===== config.mk =====
export PLATFORM = sky130hd
export DESIGN_NAME = uart_tx_serializer
export DESIGN_NICKNAME = d
export VERILOG_FILES = /design/src/rtl/uart_tx_serializer.sv
export SDC_FILE = /design/constraint.sdc
export NUM_CORES = 1
export LEC_CHECK = 0
export BUFFER_PORTS_ARGS = -buffer_cell sky130_fd_sc_hd__buf_2
export CAP_MARGIN = 10
export CORE_MARGIN = 8
export CORE_UTILIZATION = 45
export DETAILED_ROUTE_END_ITERATION = 8
export PLACE_DENSITY = 0.8
export SYNTH_ARGS = -nofsm -noshare
export SYNTH_HDL_FRONTEND = slang
export SYNTH_SLANG_ARGS = --single-unit

===== constraint.sdc =====
create_clock -name CLK -period 1.88 [get_ports CLK]
set_input_delay 0.094 -clock CLK [delete_from_list [all_inputs] [get_ports CLK]]
set_output_delay 0.094 -clock CLK [all_outputs]
set_load 0.02 [all_outputs]

===== src/rtl/uart_tx_serializer.sv =====
// uart_tx_serializer: UART TX data-path stage. Captures a parallel word,
// computes its parity and shifts the data bits out LSB-first, one per clock.
//
// Ports:
//   CLK        in  TX bit clock, one bit slot per cycle
//   RST        in  asynchronous active-low reset
//   P_DATA     in  parallel data word (WIDTH bits)
//   DATA_VALID in  P_DATA valid this cycle; loads when ser_en is low
//   PAR_TYP    in  parity type, 0 = even, 1 = odd
//   ser_en     in  from TX FSM, high for start slot plus all data slots
//   ser_data   out current data bit (shift register bit 0)
//   ser_done   out high while the last data bit is on ser_data
//   par_bit    out parity of the captured word, stable until next load
//   ovr_err    out sticky: DATA_VALID seen while ser_en was high
module uart_tx_serializer #(
    parameter int WIDTH = 8
) (
    input  logic             CLK,
    input  logic             RST,
    input  logic [WIDTH-1:0] P_DATA,
    input  logic             DATA_VALID,
    input  logic             PAR_TYP,
    input  logic             ser_en,
    output logic             ser_data,
    output logic             ser_done,
    output logic             par_bit,
    output logic             ovr_err
);

    localparam int CW = $clog2(WIDTH + 1);
    localparam logic [CW-1:0] CNT_LAST = CW'(WIDTH);
    localparam logic [CW-1:0] CNT_ONE  = CW'(1);

    logic [WIDTH-1:0] shift_q, shift_d;
    logic [CW-1:0]    cnt_q, cnt_d;
    logic             par_q, par_d;
    logic             ovr_q, ovr_d;
    logic             load;

    // A load is only accepted outside the start/data slots.
    assign load = DATA_VALID && !ser_en;

    always_comb begin
        shift_d = shift_q;
        cnt_d   = cnt_q;
        par_d   = par_q;
        ovr_d   = ovr_q;

        if (load) begin
            shift_d = P_DATA;
            par_d   = (^P_DATA) ^ PAR_TYP;
        end

        if (DATA_VALID && ser_en) begin
            ovr_d = 1'b1;
        end

        if (!ser_en) begin
            cnt_d = '0;
        end else if (cnt_q == '0) begin
            // Start slot: bit 0 is already presented, nothing to shift.
            cnt_d = CNT_ONE;
        end else if (cnt_q == CNT_LAST) begin
            cnt_d = '0;
        end else begin
            shift_d = {1'b0, shift_q[WIDTH-1:1]};
            cnt_d   = cnt_q + CNT_ONE;
        end
    end

    always_ff @(posedge CLK or negedge RST) begin
        if (!RST) begin
            shift_q <= '0;
            cnt_q   <= '0;
            par_q   <= 1'b0;
            ovr_q   <= 1'b0;
        end else begin
            shift_q <= shift_d;
            cnt_q   <= cnt_d;
            par_q   <= par_d;
            ovr_q   <= ovr_d;
        end
    end

    assign ser_data = shift_q[0];
    assign ser_done = ser_en && (cnt_q == CNT_LAST);
    assign par_bit  = par_q;
    assign ovr_err  = ovr_q;

endmodule


Word-level counts from Yosys, hierarchy flattened:

Index checks and enable logic that the tools add are counted.

* add/sub/neg operators: 1
* eq/ne operators: 1
* multiplexer cells: 7
* bitwise operators: 1
* reductions and logical operators: 6

Operators with widths (count)
* 2-to-1 mux 8 bit: 4
* 2-to-1 mux 4 bit: 3
* parity 8 bit: 1
* adder 4 x 1 -> 4 bit, second input constant: 1
* equality test 4 bit, second input constant: 1
* logical NOT 4 bit: 1
* logical AND 1 bit: 3
* logical NOT 1 bit: 1
* bitwise XOR 1 bit: 1

* bits in registers: 14
* input port bits: 13
* output and inout bits: 4
* word-level logic and storage cells: 20

Logic depth before layout (Yosys ltp):

Gate-level depths: netlist (run 1).

* depth after elaboration: 6
* mapped depth: 7
* gate-level depth less buffers: 6

Least setup slack after synthesis (run 1):

No wires, ideal clock.

* path type: reg2reg
* from: register cnt_q[0]
* to: register shift_q[0]
* setup time: 0.128 ns
* arrival: 1.206 ns
* required time: 1.752 ns
* slack: 0.545 ns
* stages on the path, launching flop included: 8
* path buffers: 1
* clock period less this slack: 1.335 ns
* cell sequence: dfrtp_1 -> inv_1 -> ha_1 -> nand2b_4 -> nand2_4 -> and2_1 -> clkbuf_1 -> a21oi_1

* longest elaborated chain between the ends: 4
* elaborated cells between the ends (all ways): 5
* those cells by class: eq/ne: 1; mux: 3; reduce/logical: 1

RTL lines
* from (decl): line 35 `logic [CW-1:0] cnt_q, cnt_d;`
* from (signal assigned): line 79 `cnt_q <= cnt_d;`
* equality test 4 bit: line 63 `end else if (cnt_q == CNT_LAST) begin`
* 2-to-1 mux 8 bit: line 63
* 2-to-1 mux 8 bit (*): line 60 `end else if (cnt_q == '0) begin`
* 2-to-1 mux 8 bit (*): line 58 `if (!ser_en) begin`
* net shift_d[0]: line 34 `logic [WIDTH-1:0] shift_q, shift_d;`
* to (signal assigned): line 78 `shift_q <= shift_d;`
* to (decl): line 34

Mark *: on every way through the listed nets, which the timed path passes. The rest lies on a longest branch.
A chain may end at the register's enable or synchronous reset.

Worst setup path in the final report (run 1):

* from: register cnt_q[0]
* to: output port ser_done

* longest elaborated chain between the ends: 2

RTL lines
* equality test 4 bit: line 86 `assign ser_done = ser_en && (cnt_q == CNT_LAST);`
* logical AND 1 bit: line 86
* to (decl): line 25 `output logic ser_done,`

Every way passes these cells.

==> results.sh, run 1 <==
export IMPL_antenna_found_initial=0
export IMPL_fmax_mhz=699
export IMPL_nFillCells=125
export IMPL_p_per_area_mw_per_mm2=1250
export IMPL_gp_congestion=0.781
export IMPL_worst_setup_path_type="reg2out"
export IMPL_initial_utilization_pct=47.0
export IMPL_die_area_mm2=0.00307
export IMPL_cts_sinks=14
export IMPL_grt_usage_pct=9.41
export IMPL_cts_max_path_buffers=2
export IMPL_synth_top_area_share_pct=50.1
export IMPL_drtIter0Drc=10
export IMPL_setup_tns_ns=0
export IMPL_worst_pin_slew_ns=0.401
export IMPL_grt_pass1_wl_mm=2.39
export IMPL_grt_pass1_vias=555
export IMPL_peakVddDrop_mv=0.630
export IMPL_ys_seq_elements=14
export IMPL_fp_coreArea_mm2=0.00149
export IMPL_via_per_inst=5.08
export IMPL_final_max_slew_violation_count=0
export IMPL_cts_htree_levels=1
export IMPL_synth_top_area_cell="dfrtp_1"
export IMPL_synth_area_leaders="dfrtp_1 50%, o22ai_1 6.3%, xnor2_1 6.3%, a21oi_1 5.7%, inv_1 4.8%"
export IMPL_grt_max_degree=15
export IMPL_cts_buffers_inserted=3
export IMPL_vias=518
export IMPL_ff_latch_area_um2=350
export IMPL_yosys_warnings=0
export IMPL_antenna_left=0
export IMPL_arrival_ns=1.34
export IMPL_die_height_um=55.4
export IMPL_setup_viol_count_final=0
export IMPL_hpwl_mm=1.09
export IMPL_routed_wl_mm=1.35
export IMPL_cts_root_buf="clkbuf_4"
export IMPL_worst_ep_required_time_ns=1.79
export IMPL_rr_worst_depth=6
export IMPL_ios=17
export IMPL_area_growth_pct=17.7
export IMPL_placed_cells=98
export IMPL_multi_input_area_um2=307
export IMPL_status="finished clean"
export IMPL_worstPathMaxFanout=5
export IMPL_syn_nets=83
export IMPL_cp_start_kind="flop"
export IMPL_fp_dieW_um=55.4
export IMPL_drc=0
export IMPL_clock_latency_ns=0.27
export IMPL_finalHoldViolations=0
export IMPL_synth_avg_cell_area_um2=10.3
export IMPL_cts_tree="done"
export IMPL_nNetsFinal=103
export IMPL_dr_pass1_iters=4
export IMPL_drive_above_1_share_pct=24.4
export IMPL_rsz0062_at_grt="no"
export IMPL_period_share_pct=76.1
export IMPL_r2r_slack_ns=0.50
export IMPL_endpoint_kind="output pin"
export IMPL_wl_per_cell_um=13.2
export IMPL_antenna_cells=0
export IMPL_finish_utilization_pct=55.3
export IMPL_min_delay_path_class="in2reg"
export IMPL_period_needed_ns=1.43
export IMPL_cts_resized_gates=0
export IMPL_ys_types=21
export IMPL_seq_area_frac_synth_pct=50.1
export IMPL_placed_cell_area_um2=791
export IMPL_clk_pin_slew_worst_paths_ns=0.07
export IMPL_syn_inst=68
export IMPL_instances_no_fill=102
export IMPL_worst_hold_slack_ns=0.0453
export IMPL_io_buffers=16
export IMPL_syn_cell_area_um2=699
export IMPL_p_leak_nw=0.415
export IMPL_final_area_um2=823
export IMPL_relSlewSlack_pct=73.3
export IMPL_gr_total_overflow=0
export IMPL_drv_cap=0
export IMPL_rows=14
export IMPL_hold_path_depth=2
export IMPL_finalClockSkew_ns=0.00791
cell usage in the layout (no fill, tap or decap), drive strengths merged:
master        n
nand2b        2
o21ai         2
nand3         1
inv           9
clkbuf        3
dlygate4sd3   1
a21oi         8
mux2i         1
xnor2         5
dfrtp        14
o22ai         7
a21o          1
and2          3
ha            2
xnor3         1
buf          16
xor2          3
nand2         4
nor2          3
what timing repair did:
action                                 in CTS  in global routing
buffers inserted                            0                  0
hold buffers                                1                  0
endpoints found under the hold margin      14                  0
metrics by stage:
stage | total power, mW | worst slack (ns)
after floorplan | 0.766 | 0.545
after CTS | 1.04 | 0.448
final | 1.03 | 0.448
after global routing | 1.12 | 0.335
after detailed placement | 0.871 | 0.504
after global placement | 0.850 | 0.554
worst max-delay path: stages (launching register included):
cell and delay, ns:
dfrtp_1 0.40, inv_1 0.08, ha_1 0.20, nand2b_4 0.09
nor2_1 0.12, buf_2 0.18
cell families (layout without fill, tap and decap cells):
family                   count (synthesis)  in the layout  share of synthesized area (%)
XOR/XNOR                                 9              9                           13.2
buffers and inverters                   11             29                           6.08
multiplexers                             1              1                           1.43
adder cells (fa/ha/maj)                  2              2                           3.58
AND/OR/NAND/NOR                         13             13                           11.1
flip-flops                              14             14                           50.1
AO/OA/AOI/OAI                           18             18                           14.5
final timing paths:
kind	from	to
max in group asynchronous	RST	cnt_q[0]
hold / removal	DATA_VALID	ovr_err
min in group asynchronous	RST	shift_q[6]
hold reg to reg	ovr_err	ovr_err
setup / recovery	cnt_q[0]	ser_done
setup reg to reg	cnt_q[0]	shift_q[3]
cells in the mapped netlist:
library cell  number
a21o_1             1
a21oi_1            8
and2_1             3
buf_2              1
clkbuf_1           1
dfrtp_1           14
ha_1               2
inv_1              9
mux2i_1            1
nand2_1            3
nand2_4            1
nand2b_1           1
nand2b_4           1
nand3_1            1
nor2_1             3
o21ai_0            1
o21ai_1            1
o22ai_1            7
xnor2_1            5
xnor3_1            1
xor2_1             3
metal layers:
metal | vias to the layer above | wire length, um | track usage, % | share of wire (%)
met5 | - | 0 | 0 | 0
met4 | 0 | 30 | 5.28 | 2.2
met3 | 4 | 54 | 2.74 | 4.0
met2 | 9 | 664 | 15.7 | 49
met1 | 242 | 600 | 10.3 | 44
li1 | 263 | - | - | -
where the power goes:
part           internal (mW)  switching, mW
clock network         0.0741         0.0874
logic                  0.173          0.216
registers              0.411         0.0640
sequential cells by signal, indices dropped and copies added, names as in the netlist:
| name | count |
|---|---|
| cnt_q | 4 |
| ovr_err | 1 |
| par_bit | 1 |
| shift_q | 8 |
layout make-up:
class | count | area share [%]
well taps | 16 | 2.43
flip-flops and latches | 14 | 42.6
multi-input cells | 43 | 37.2
clock buffers | 3 | 2.74
repair buffers | 17 | 10.9
inverters | 9 | 4.10
Note: power is estimated with default switching activity, not from simulation.
==> run 2, diff against run 1 <==
--- a/config.mk
+++ b/config.mk
@@ -10,7 +10,7 @@
 export CORE_MARGIN = 8
 export CORE_UTILIZATION = 45
 export DETAILED_ROUTE_END_ITERATION = 8
-export PLACE_DENSITY = 0.8
+export PLACE_DENSITY = 0.83
 export SYNTH_ARGS = -nofsm -noshare
 export SYNTH_HDL_FRONTEND = slang
 export SYNTH_SLANG_ARGS = --single-unit
==> constraint.sdc (replaced) <==
create_clock -name CLK -period 1.15 [get_ports CLK]
set_input_delay 0.0575 -clock CLK [delete_from_list [all_inputs] [get_ports CLK]]
set_output_delay 0.0575 -clock CLK [all_outputs]
set_load 0.02 [all_outputs]
==> run 2 against run 1 <==
Against the previous run: the flow now finishes with violations (negative setup slack); power up 120%; register-to-register slack worse by 0.68 ns; sequential cell count unchanged; clock skew down 0.0063 ns; die area unchanged; largest power group is now combinational logic.
==> results.sh, run 2 (synthesized netlist as in run 1, its figures left out) <==
export IMPL_worst_pin_slew_ns=0.321
export IMPL_crit_family="flip-flops"
export IMPL_worst_ep_required_time_ns=1.09
export IMPL_finalHoldViolations=0
export IMPL_vias=631
export IMPL_grt_pass1_vias=644
export IMPL_p_leak_nw=0.491
export IMPL_period_share_pct=118
export IMPL_worst_setup_path_type="reg2out"
export IMPL_routed_wl_mm=1.90
export IMPL_worst_slack_ns=-0.210
export IMPL_cp_start_kind="flop"
export IMPL_placed_cells=106
export IMPL_endpoint_kind="output pin"
export IMPL_pwr_share_comb_pct=48.3
export IMPL_fmax_mhz=735
export IMPL_nNetsFinal=115
export IMPL_pre_cts_ws_ns=-0.120
export IMPL_drtIter0Drc=15
export IMPL_violations="negative setup slack"
export IMPL_clk_pin_slew_worst_paths_ns=0.09
export IMPL_io_buffers=16
export IMPL_gp_congestion=0.772
export IMPL_p_per_area_mw_per_mm2=2260
export IMPL_placed_cell_area_um2=853
export IMPL_wl_per_cell_um=16.5
export IMPL_via_per_inst=5.49
export IMPL_path_cells="inv_2 > ha_4 > nand2b_4 > buf_6 > nor2_4 > buf_6"
export IMPL_die_height_um=55.4
export IMPL_min_delay_path_class="in2reg"
export IMPL_largest_reg_flops=8
export IMPL_setup_viol_count_final=11
export IMPL_finalClockSkew_ns=0.00162
export IMPL_rsz0062_at_grt="yes"
export IMPL_antenna_left=0
export IMPL_antenna_cells=0
export IMPL_p_seq_share_pct=35.4
export IMPL_drive_above_1_share_pct=42.4
export IMPL_cts_htree_levels=1
export IMPL_die_area_mm2=0.00307
export IMPL_fp_coreArea_mm2=0.00149
export IMPL_grt_pass1_wl_mm=2.99
export IMPL_cts_tree="done"
export IMPL_final_max_slew_violation_count=0
export IMPL_clock_latency_ns=0.29
export IMPL_cts_buffers_inserted=3
export IMPL_power_switching_mw=0.814
export IMPL_dr_pass1_iters=4
export IMPL_cts_sinks=14
export IMPL_worstPathMaxFanout=3
export IMPL_crit_slowest_cell="dfrtp_1"
export IMPL_grt_usage_pct=11.8
export IMPL_crit_top_cell="buf_6"
export IMPL_cts_root_buf="clkbuf_4"
export IMPL_status="complete, but fails checks"
export IMPL_clkPwrFrac_pct=16.3
export IMPL_hpwl_mm=1.24
export IMPL_path_buf_inv=3
export IMPL_top_regs="shift_q x8, cnt_q x4"
export IMPL_relSlewSlack_pct=78.6
export IMPL_intPower_mw=1.43
export IMPL_arrival_ns=1.30
export IMPL_fp_dieW_um=55.4
export IMPL_final_cell_mix="15 x buf_2, 14 x dfrtp_1, 8 x buf_4"
export IMPL_worst_hold_slack_ns=0.0843
export IMPL_initial_utilization_pct=47.0
export IMPL_peakVddDrop_mv=1.31
export IMPL_cpPeakStageDelay_ns=0.40
export IMPL_gr_total_overflow=0
export IMPL_swShare_pct=36.2
export IMPL_final_area_um2=992
export IMPL_instances_no_fill=115
export IMPL_period_needed_ns=1.36
export IMPL_regMostFlops="shift_q"
export IMPL_drv_cap=0
export IMPL_totalPowerFinal_mw=2.24
export IMPL_ios=17
export IMPL_antenna_found_initial=0
export IMPL_cts_max_path_buffers=2
export IMPL_area_growth_pct=41.9
export IMPL_rows=14
export IMPL_final_common_cell="buf_2"
export IMPL_grt_max_degree=15
export IMPL_drc=0
==> run 2: cell count changes in the layout (fill, tap and decap cells not counted), sizes merged <==
cell,change
clkbuf,+1
dlygate4sd3,+1
buf,+11
==> run 2: timing repair <==
item | 4_1_cts | 5_1_grt
endpoints found under the hold margin | 15 | 0
resized for setup | 10 | 6
buffers inserted | 2 | 1
pin swaps | 2 | 1
gates cloned | 0 | 0
setup endpoints to repair | 9 | 11
hold buffers | 2 | 0
==> run 2: routing by layer <==
| layer | global-route usage, % | vias to the layer above | wire length [um] | share of wire, % |
|---|---|---|---|---|
| met1 | 12.3 | 312 | 729 | 38 |
| met4 | 6.69 | 0 | 41 | 2.2 |
| li1 | - | 286 | - | - |
| met5 | 0 | - | 0 | 0 |
| met2 | 20.2 | 27 | 1020 | 53 |
| met3 | 3.88 | 6 | 114 | 6.0 |
==> run 2: path summary, 6_finish.rpt <==
check	start	endpoint	slack, ns	cells after the start
worst max-delay path	cnt_q[1]	ser_done	-0.21	6
worst min-delay path	P_DATA[7]	shift_q[7]	0.08	3
worst min register to register	ovr_err	ovr_err	0.46	1
max in group asynchronous	RST	shift_q[2]	0.72	2
worst max register to register	cnt_q[1]	shift_q[3]	-0.18	8
min in group asynchronous	RST	cnt_q[1]	0.19	2
==> run 2: layout make-up <==
cell class	count	area (um2)
fillers	107	497
multi-input cells	43	352
flip-flops and latches	14	350
repair buffers	29	200
clock buffers	4	36.3
inverters	9	33.8
well taps	16	20.0
==> run 2: worst reg2reg max path, stage by stage, from the launching register on <==
cell      delay, ns
dfrtp_1        0.40
inv_2          0.09
ha_4           0.16
nand2b_4       0.06
buf_4          0.15
nand2_4        0.07
buf_6          0.13
o22ai_2        0.08
a21oi_1        0.13
==> run 2: power by group through the flow <==
stage / registers (mW) / logic (mW) / clock network (mW)
6_report: 0.794 / 1.08 / 0.366
2_1_floorplan: 0.799 / 0.460 / 0
5_1_grt: 0.812 / 1.15 / 0.389
4_1_cts: 0.778 / 0.968 / 0.365
3_5_place_dp: 0.778 / 0.795 / 0
3_3_place_gp: 0.770 / 0.755 / 0
==> run 2: through the flow <==
stage	util, %	TNS [ns]
after floorplan	-	-0.624
after global placement	57.3	-0.370
after detailed placement	57.3	-0.809
after CTS	64.3	-1.25
after global routing	66.6	-2.12
final	66.6	-1.58
==> run 3, diff against run 2 <==
--- a/config.mk
+++ b/config.mk
@@ -5,7 +5,7 @@
 export SDC_FILE = /design/constraint.sdc
 export NUM_CORES = 1
 export LEC_CHECK = 0
-export BUFFER_PORTS_ARGS = -buffer_cell sky130_fd_sc_hd__buf_2
+export BUFFER_PORTS_ARGS = -buffer_cell sky130_fd_sc_hd__buf_4
 export CAP_MARGIN = 10
 export CORE_MARGIN = 8
 export CORE_UTILIZATION = 45
==> run 3 against run 2 <==
Against the previous run: the flow still finishes with violations (negative setup slack); cell area increased by 16%; clock power increased by 1%; critical path depth unchanged; hold slack got worse by 0.010 ns; via count increased by 0.63%; global-route usage increased by 1.4 points; first-iteration DRC count increased by 47%; core utilization increased by 11 points; die area unchanged; routed wire length increased by 19%; register-to-register slack got worse by 0.02 ns; non-clock buffer count increased by 1; highest routed layer unchanged.
==> results.sh, run 3 (synthesized netlist as in run 1, its figures left out) <==
export IMPL_status="complete, but fails checks"
export IMPL_violations="negative setup slack"
export IMPL_worst_ep_required_time_ns=1.09
export IMPL_nNetsFinal=116
export IMPL_p_leak_nw=0.526
export IMPL_clk_pin_slew_worst_paths_ns=0.09
export IMPL_period_share_pct=120
export IMPL_top_regs="shift_q x8, cnt_q x4"
export IMPL_arrival_ns=1.32
export IMPL_grt_pass1_wl_mm=3.38
export IMPL_ios=17
export IMPL_gr_total_overflow=0
export IMPL_initial_utilization_pct=47.0
export IMPL_peakVddDrop_mv=1.29
export IMPL_endpoint_kind="output pin"
export IMPL_r2r_start="cnt_q[1]"
export IMPL_worst_pin_slew_ns=0.380
export IMPL_worst_slack_ns=-0.228
export IMPL_wl_per_cell_um=19.6
export IMPL_largest_reg_flops=8
export IMPL_p_per_area_mw_per_mm2=2350
export IMPL_cts_sinks=14
export IMPL_hpwl_mm=1.25
export IMPL_cts_tree="done"
export IMPL_cts_max_path_buffers=2
export IMPL_finish_utilization_pct=77.5
export IMPL_routed_wl_mm=2.27
export IMPL_drv_cap=0
export IMPL_relSlewSlack_pct=74.7
export IMPL_antenna_found_initial=0
export IMPL_cp_start_kind="flop"
export IMPL_io_buffers=16
export IMPL_drive_above_1_share_pct=57.0
export IMPL_ff_latch_area_um2=350
export IMPL_nFillCells=91
export IMPL_drc=0
export IMPL_regMostFlops="shift_q"
export IMPL_fp_coreArea_mm2=0.00149
export IMPL_worstPathMaxFanout=2
export IMPL_grt_usage_pct=13.2
export IMPL_gp_congestion=0.852
export IMPL_setup_viol_count_final=12
export IMPL_cts_htree_levels=1
export IMPL_use_met2_pct=20.7
export IMPL_grt_max_degree=15
export IMPL_area_growth_pct=64.9
export IMPL_vias=635
export IMPL_dr_pass1_iters=4
export IMPL_clock_latency_ns=0.29
export IMPL_die_area_mm2=0.00307
export IMPL_top_usage_layer="met2"
export IMPL_cts_buffers_inserted=3
export IMPL_cts_root_buf="clkbuf_4"
export IMPL_use_met1_pct=16.4
export IMPL_final_area_mm2=0.00115
export IMPL_pre_cts_ws_ns=-0.176
export IMPL_final_cell_mix="21 x buf_4, 14 x dfrtp_1, 7 x inv_1"
export IMPL_final_max_slew_violation_count=0
export IMPL_rsz0062_at_grt="yes"
export IMPL_via_per_inst=5.47
export IMPL_grt_pass1_vias=673
export IMPL_antenna_left=0
export IMPL_hold_start="P_DATA[2]"
export IMPL_finalClockSkew_ns=0.00152
export IMPL_placed_cell_area_um2=871
export IMPL_r2r_slack_ns=-0.20
export IMPL_rows=14
export IMPL_worst_setup_path_type="reg2out"
export IMPL_finalHoldViolations=0
export IMPL_period_needed_ns=1.38
export IMPL_die_height_um=55.4
export IMPL_fmax_mhz=726
export IMPL_fp_dieW_um=55.4
export IMPL_startpoint="cnt_q[1]"
export IMPL_grt_util_met3_pct=3.88
export IMPL_multi_input_area_um2=453
export IMPL_min_delay_path_class="in2reg"
export IMPL_final_common_cell="buf_4"
export IMPL_drtIter0Drc=22
export IMPL_antenna_cells=0
run 3: cell types whose count changed in the layout (fill, tap and decap cells not counted), moves of 2 or more:
cell | previous run | this run
a21oi_2 | 1 | 5
nor2_1 | 2 | 0
buf_4 | 8 | 21
o22ai_4 | 0 | 3
buf_2 | 15 | 0
a21oi_1 | 7 | 2
buf_6 | 4 | 6
o22ai_1 | 4 | 0
nor2_2 | 0 | 2
run 3: final timing paths:
path / end / cells past startpoint
min in group asynchronous: ovr_err / 2
hold reg to reg: ovr_err / 1
setup reg to reg: shift_q[6] / 8
hold / removal: shift_q[2] / 3
max in group asynchronous: shift_q[7] / 2
setup / recovery: ser_done / 6
run 3: cell type report:
cell class | count | share of cell area, %
Tap cell | 16 | 1.74
Inverter | 9 | 2.93
Sequential cell | 14 | 30.4
Timing Repair Buffer | 30 | 22.6
Multi-Input combinational cell | 43 | 39.3
Clock buffer | 4 | 3.15
run 3: per-layer routing:
metal,vias to the layer above,part of all wire (%)
met5,-,0
li1,288,-
met3,6,5.7
met2,26,51
met4,0,2.7
met1,315,41
run 3: per-stage QoR:
step	power, mW	setup TNS (ns)	hold slack [ns]	std cells
finish	2.71	-1.67	0.0738	116
global route	2.83	-2.05	0.0885	116
CTS	2.37	-0.960	0.0618	115
detailed placement	1.57	-1.18	-0.0820	103
global placement	1.51	-0.611	-0.0845	103
floorplan	1.26	-0.624	-0.238	68
run 3: where the power goes:
part	leakage [nW]	internal [mW]	switching, mW
clock network	0.0210	0.193	0.177
logic	0.340	0.798	0.700
registers	0.165	0.673	0.167
run 3: timing repair:
item,4_1_cts,5_1_grt
endpoints found under the hold margin,15,0
pin swaps,5,6
cloned,1,0
setup endpoints to repair,9,12
hold buffers,2,0
resized for setup,22,17
setup buffers,5,1
run 3: critical path, stage by stage, from the launching register on:
cell and delay [ns]:
dfrtp_1 0.41, inv_2 0.09, ha_4 0.15, nand2b_4 0.06, buf_6 0.12, nor2_4 0.07, buf_6 0.12
